### src/rtl/pdm_capture_controller.sv
// Purpose: moves PDM deserializer words into a capture buffer, one write strobe per word.
// Latency: rising deser_done_i sampled at edge N -> mem_we_o high after edge N+1 -> count updated at edge N+2.
// Backpressure: none on the buffer side; the deserializer is re-armed by dropping deser_enable_o during each write.
module pdm_capture_controller #(
  parameter int ADDR_WIDTH     = 10,
  parameter int MAX_WORDS      = 1024,
  parameter int TIMEOUT_CYCLES = 4096
) (
  input  logic                  clock_i,
  input  logic                  reset_i,
  input  logic                  start_i,
  input  logic                  stop_i,
  output logic                  deser_enable_o,
  input  logic                  deser_done_i,
  input  logic [15:0]           deser_data_i,
  output logic                  mem_we_o,
  output logic [ADDR_WIDTH-1:0] mem_addr_o,
  output logic [15:0]           mem_data_o,
  output logic                  busy_o,
  output logic                  done_o,
  output logic                  error_o,
  output logic [ADDR_WIDTH:0]   word_count_o
);

  // The timeout counter only has to reach TIMEOUT_CYCLES-1 before the abort fires.
  localparam int                  TMO_W    = $clog2(TIMEOUT_CYCLES);
  localparam logic [TMO_W-1:0]    TMO_LAST = TMO_W'(TIMEOUT_CYCLES - 1);
  localparam logic [ADDR_WIDTH:0] MAX_CNT  = (ADDR_WIDTH + 1)'(MAX_WORDS);

  typedef enum logic [1:0] {
    ST_IDLE  = 2'd0,
    ST_RUN   = 2'd1,
    ST_WRITE = 2'd2,
    ST_DONE  = 2'd3
  } state_t;

  state_t                state_q,        state_d;
  logic                  deser_enable_q, deser_enable_d;
  logic                  mem_we_q,       mem_we_d;
  logic [ADDR_WIDTH-1:0] mem_addr_q,     mem_addr_d;
  logic [15:0]           mem_data_q,     mem_data_d;
  logic                  busy_q,         busy_d;
  logic                  done_q,         done_d;
  logic                  error_q,        error_d;
  logic [ADDR_WIDTH:0]   word_count_q,   word_count_d;
  logic [TMO_W-1:0]      tmo_q,          tmo_d;
  // Previous deser_done_i sample; forced high on RUN entry so a level left
  // high from before is not mistaken for a fresh word.
  logic                  done_hist_q,    done_hist_d;
  // A word was accepted at the last edge and its write is committed.
  logic                  word_pend_q,    word_pend_d;
  // Stop arrived after a word was committed; finish that write, then stop.
  logic                  stop_pend_q,    stop_pend_d;

  logic                  done_rise;
  logic [ADDR_WIDTH:0]   count_inc;

  assign done_rise = deser_done_i & ~done_hist_q;
  assign count_inc = word_count_q + 1'b1;

  // Next-state and registered-output computation for the capture sequencer.
  always_comb begin
    state_d        = state_q;
    deser_enable_d = deser_enable_q;
    mem_we_d       = 1'b0;
    mem_addr_d     = mem_addr_q;
    mem_data_d     = mem_data_q;
    busy_d         = busy_q;
    done_d         = done_q;
    error_d        = error_q;
    word_count_d   = word_count_q;
    tmo_d          = tmo_q;
    done_hist_d    = done_hist_q;
    word_pend_d    = word_pend_q;
    stop_pend_d    = stop_pend_q;

    case (state_q)
      ST_IDLE, ST_DONE: begin
        // stop_i means nothing here; only a start opens a new capture.
        if (start_i) begin
          state_d        = ST_RUN;
          deser_enable_d = 1'b1;
          busy_d         = 1'b1;
          done_d         = 1'b0;
          error_d        = 1'b0;
          mem_addr_d     = '0;
          word_count_d   = '0;
          tmo_d          = '0;
          done_hist_d    = 1'b1;
          word_pend_d    = 1'b0;
          stop_pend_d    = 1'b0;
        end
      end

      ST_RUN: begin
        done_hist_d = deser_done_i;
        if (word_pend_q) begin
          // The word captured last edge is committed: write it now.
          state_d        = ST_WRITE;
          mem_we_d       = 1'b1;
          deser_enable_d = 1'b0;
          word_pend_d    = 1'b0;
          stop_pend_d    = stop_i;
        end else if (stop_i) begin
          // Stop beats a same-cycle word and a same-cycle timeout.
          state_d        = ST_DONE;
          deser_enable_d = 1'b0;
          busy_d         = 1'b0;
          done_d         = 1'b1;
        end else if (done_rise) begin
          // Acceptance beats a same-cycle timeout.
          mem_data_d  = deser_data_i;
          word_pend_d = 1'b1;
          tmo_d       = '0;
        end else if (tmo_q == TMO_LAST) begin
          state_d        = ST_DONE;
          deser_enable_d = 1'b0;
          busy_d         = 1'b0;
          done_d         = 1'b0;
          error_d        = 1'b1;
        end else begin
          tmo_d = tmo_q + 1'b1;
        end
      end

      ST_WRITE: begin
        word_count_d = count_inc;
        // With MAX_WORDS <= 2^ADDR_WIDTH only the final write can sit at the
        // top address; hold there rather than wrap to 0.
        if (mem_addr_q != '1) begin
          mem_addr_d = mem_addr_q + 1'b1;
        end
        stop_pend_d = 1'b0;
        if ((count_inc == MAX_CNT) || stop_pend_q || stop_i) begin
          state_d        = ST_DONE;
          deser_enable_d = 1'b0;
          busy_d         = 1'b0;
          done_d         = 1'b1;
        end else begin
          state_d        = ST_RUN;
          deser_enable_d = 1'b1;
          tmo_d          = '0;
          done_hist_d    = 1'b1;
        end
      end

      default: begin
        state_d        = ST_IDLE;
        deser_enable_d = 1'b0;
        busy_d         = 1'b0;
      end
    endcase
  end

  // State and output registers; reset overrides everything, including a write in flight.
  always_ff @(posedge clock_i) begin
    if (reset_i) begin
      state_q        <= ST_IDLE;
      deser_enable_q <= 1'b0;
      mem_we_q       <= 1'b0;
      mem_addr_q     <= '0;
      mem_data_q     <= '0;
      busy_q         <= 1'b0;
      done_q         <= 1'b0;
      error_q        <= 1'b0;
      word_count_q   <= '0;
      tmo_q          <= '0;
      done_hist_q    <= 1'b1;
      word_pend_q    <= 1'b0;
      stop_pend_q    <= 1'b0;
    end else begin
      state_q        <= state_d;
      deser_enable_q <= deser_enable_d;
      mem_we_q       <= mem_we_d;
      mem_addr_q     <= mem_addr_d;
      mem_data_q     <= mem_data_d;
      busy_q         <= busy_d;
      done_q         <= done_d;
      error_q        <= error_d;
      word_count_q   <= word_count_d;
      tmo_q          <= tmo_d;
      done_hist_q    <= done_hist_d;
      word_pend_q    <= word_pend_d;
      stop_pend_q    <= stop_pend_d;
    end
  end

  assign deser_enable_o = deser_enable_q;
  assign mem_we_o       = mem_we_q;
  assign mem_addr_o     = mem_addr_q;
  assign mem_data_o     = mem_data_q;
  assign busy_o         = busy_q;
  assign done_o         = done_q;
  assign error_o        = error_q;
  assign word_count_o   = word_count_q;

endmodule
### config.mk
export PLATFORM = sky130hd
export DESIGN_NAME = pdm_capture_controller
export DESIGN_NICKNAME = d
export VERILOG_FILES = /design/src/rtl/pdm_capture_controller.sv
export SDC_FILE = /design/constraint.sdc
export NUM_CORES = 1
export LEC_CHECK = 0
export ABC_AREA = 1
export CAP_MARGIN = 20
export CORE_ASPECT_RATIO = 1.1
export CORE_UTILIZATION = 35
export CTS_BUF_LIST = sky130_fd_sc_hd__clkbuf_8
export DETAILED_ROUTE_END_ITERATION = 10
export GPL_ROUTABILITY_DRIVEN = 0
export HOLD_SLACK_MARGIN = 0.12
export PLACE_DENSITY = 0.65
export SLEW_MARGIN = 20
export SYNTH_ARGS = -nofsm -noshare
export SYNTH_HDL_FRONTEND = slang
export SYNTH_SLANG_ARGS = --single-unit
export TNS_END_PERCENT = 10
### constraint.sdc
create_clock -name clock_i -period 3.1 [get_ports clock_i]
set_input_delay 0.31 -clock clock_i [delete_from_list [all_inputs] [get_ports clock_i]]
set_output_delay 0.31 -clock clock_i [all_outputs]
set_load 0.01 [all_outputs]
==> run_results.csv <==
group,metric,value,unit
status,outcome,"finished clean",
setup_path,crit_start,"state_q[0]$_SDFFE_PP0P_",
synthesis,synthFlopType,"dfxtp_1",
setup_path,r2r_cells,12,
cts,numCtsBuffers,9,
placed_design,numPortBuffers,62,
job,drv_cap,0,
pwr,ir_worst_vdd,0.311,mV
synthesis,synth.area.mux_share,0,%
timing,hold_viol_final,0,
global_routing,grt_use_total,17.3,%
pwr,leakage,1.58,nW
cts,postCtsHoldBufs,0,
synthesis,synth_top_area_share,38.6,%
synthesis,synth_cell_types,33,
global_routing,grt-ovfl-total,0,
synthesis,ys_top_cells_by_count,"nand2_1 (97), nor2_1 (72), dfxtp_1 (59), nand3_1 (45), inv_1 (43)",
synthesis,synth-seq-area-share,38.6,%
timing,worstMarginPinSlew,692,ps
finish,final-seq-area,1180,µm²
setup_path,worstPathRequired,3310,ps
setup_path,end_kind,"flip-flop",
setup_path,r2r_slack,720,ps
hold_path,worstHoldStart,"done_hist_q$_SDFFE_PP1P_",
routing,vias,3142,
finish,design_area,3990,µm²
timing,grt_setup_unrepaired,"no",
synthesis,syn_area_per_cell,6.68,µm²
finish,layout-drive-gt1-share,7.78,%
cts,cts_setup_buffers,0,
finish,area_growth_syn_to_layout,30.3,%
timing,post-route-min-period,2380,ps
timing,slew_violations,0,
synthesis,synthCells,458,
die,die_x,91.2,µm
synthesis,synth_area,3060,µm²
synthesis,synth_top_family_by_area,"simple AND/OR/NAND/NOR gates",
synthesis,synth_compound_area_share,14.1,%
timing,finalSetupViolCount,0,
die,coreArea,8450,µm²
timing,final.setup.tns,0,ps
routing,ant_nets,0,
pwr,pwr_density_cell,615,nW/µm²
hold_path,hold_path_end,"done_hist_q$_SDFFE_PP1P_",
finish,fill_cells,854,
setup_path,cp-start-kind,"flip-flop",
global_routing,grt_pass1_wl,12.8,mm
cts,clk_pin_slew,70,ps
routing,drt_iter0_markers,108,
cts,cts.sinks,59,
cts,clk_latency,330,ps
finish,final_nets,548,
die,ios,63,
cts,cts_resized,0,
timing,skew,11.9,ps
synthesis,synth.most_common_cell,"nand2_1",
routing,routedWlPerCell,11.6,µm
global_routing,grt_pass1_vias,2926,
finish,multi_input_area,1630,µm²
cts,htree_levels,3,
die,initial_core_util,36.2,%
timing,relSlewSlack,53.8,%
finish,antennaDiodeCount,0,
hold_path,hold_class,"reg -> reg",
synthesis,synth-seq-cells,59,
placed_design,place_area,3780,µm²
setup_path,r2r-start,"state_q[0]$_SDFFE_PP0P_",
setup_path,critPathMaxFanout,22,
routing,detail_route.wirelength,7.37,mm
global_routing,antenna_found_initial,0,
die,die_h,100,µm
timing,holdWs,481,ps
synthesis,synthArstFlopShare,0,%
setup_path,r2r_end,"tmo_q[11]$_SDFFE_PP0P_",
placed_design,place_hpwl,5.18,mm
finish,finish.utilization,47.2,%
synthesis,yosysTopAreaCell,"dfxtp_1",
synthesis,synth_fp_nets,484,
cts,cts_max_path_buffers,2,
synthesis,synth_adder_area_share,2.04,%
cts,root_buffer,"clkbuf_8",
global_routing,grt_max_degree,33,
synthesis,yosys-top-cells-area,"dfxtp_1 (39%), nand2_1 (12%), nor2_1 (8.8%)",
routing,firstDrtPassIters,4,
die,num_rows,35,
die,die-area,9130,µm²
setup_path,cp.arrival,2590,ps
synthesis,synth_edf_count,0,
timing,fmax,420,MHz
routing,drc_errors,0,
synthesis,synthXorXnorAreaFrac,0.858,%
synthesis,synth_simple_gate_area_share,36.3,%
setup_path,path_class,"reg -> reg",
routing,routed_via_density,4.92,
timing,fin_crit_sh,76.8,%
synthesis,yosysWarningCount,0,
hold_path,holdPathStages,2,
cts,cts_tree,"built",
==> flip-flops by register name, indices dropped and copies added (netlist names) <==
name,flops
mem_data_o,16
tmo_q,12
word_count_o,11
mem_addr_o,10
state_q,2
busy_o,1
deser_enable_o,1
done_hist_q,1
done_o,1
error_o,1
mem_we_o,1
stop_pend_q,1
word_pend_q,1
==> critical path: stages (launching register included) <==
cell     delay, ps
dfxtp_1        340
inv_1           60
ha_1           380
inv_1          130
nor2_1          60
inv_1          150
nand2_1         90
nor2_1         130
nand2_1         70
inv_1          510
nand2_1        180
nand2_1        100
a21oi_1         60
==> per-stage QoR <==
step	power [mW]	setup WS, ps	std cells
final	2.45	720	638
after detailed placement	1.73	746	622
after global placement	1.71	865	622
after CTS	2.48	717	638
after floorplan	1.52	1250	458
after global routing	2.63	482	638
==> how the worst max path moves through the flow <==
stage	to	slack [ps]	cells past startpoint
global placement	tmo_q[10]$_SDFFE_PP0P_	860	10
global route	tmo_q[9]$_SDFFE_PP0P_	480	12
CTS	tmo_q[11]$_SDFFE_PP0P_	720	12
detailed placement	tmo_q[11]$_SDFFE_PP0P_	750	12
finish	tmo_q[11]$_SDFFE_PP0P_	720	12
floorplan	tmo_q[3]$_SDFFE_PP0P_	1250	13
==> logic make-up after synthesis <==
| family | count (synthesis) |
|---|---|
| AOI/OAI and AO/OA | 81 |
| xor gates and xnor gates | 3 |
| adders and majority gates | 5 |
| buffers and inverters | 59 |
| DFF | 59 |
| and+or+nand+nor | 251 |
==> power breakdown <==
group	internal, mW	total [mW]	leakage (nW)	switching, mW
clock	0.434	0.736	0.106	0.301
combinational	0.291	0.763	0.990	0.472
sequential	0.862	0.953	0.479	0.0915
total	1.59	2.45	1.58	0.865
==> layout make-up <==
| class | instances | area share [%] |
|---|---|---|
| clock buffer | 12 | 4.14 |
| clock inverter | 4 | 1.22 |
| multi-input combinational | 340 | 40.9 |
| timing repair buffer | 66 | 16.3 |
| inverter | 46 | 4.33 |
| tap | 111 | 3.48 |
| sequential | 59 | 29.6 |
==> metal layers <==
layer  vias to the layer above  global-route usage, %  wire [µm]
met5                         -                      0          0
li1                       1626                      -          -
met1                      1434                   20.5       3350
met4                         0                   7.57         74
met3                         7                   4.17        432
met2                        75                   29.7       3520
==> cell usage in the layout, fill, tap and decap left out <==
cell type         n
nor4_1            1
nor2_2            5
clkdlybuf4s50_1  62
a21oi_2           1
o21a_1            1
a21oi_1          40
nor3_1           10
nor3_4            1
nand4_1           8
or2_2             2
xor2_1            2
inv_1            44
nor2_1           72
o21ai_0          32
nand3_2           5
buf_4             4
clkbuf_8         12
o211ai_1          1
nand2_2           4
clkinvlp_4        2
nand3_1          45
ha_1              5
o21ai_2           1
bufinv_16         1
a311oi_1          1
xnor2_1           1
nand2_4           1
clkinv_1          1
nand2_1          97
a211oi_1          2
o21bai_1          2
dfxtp_1          59
inv_2             2
Note: power is estimated with default switching activity, not from simulation.
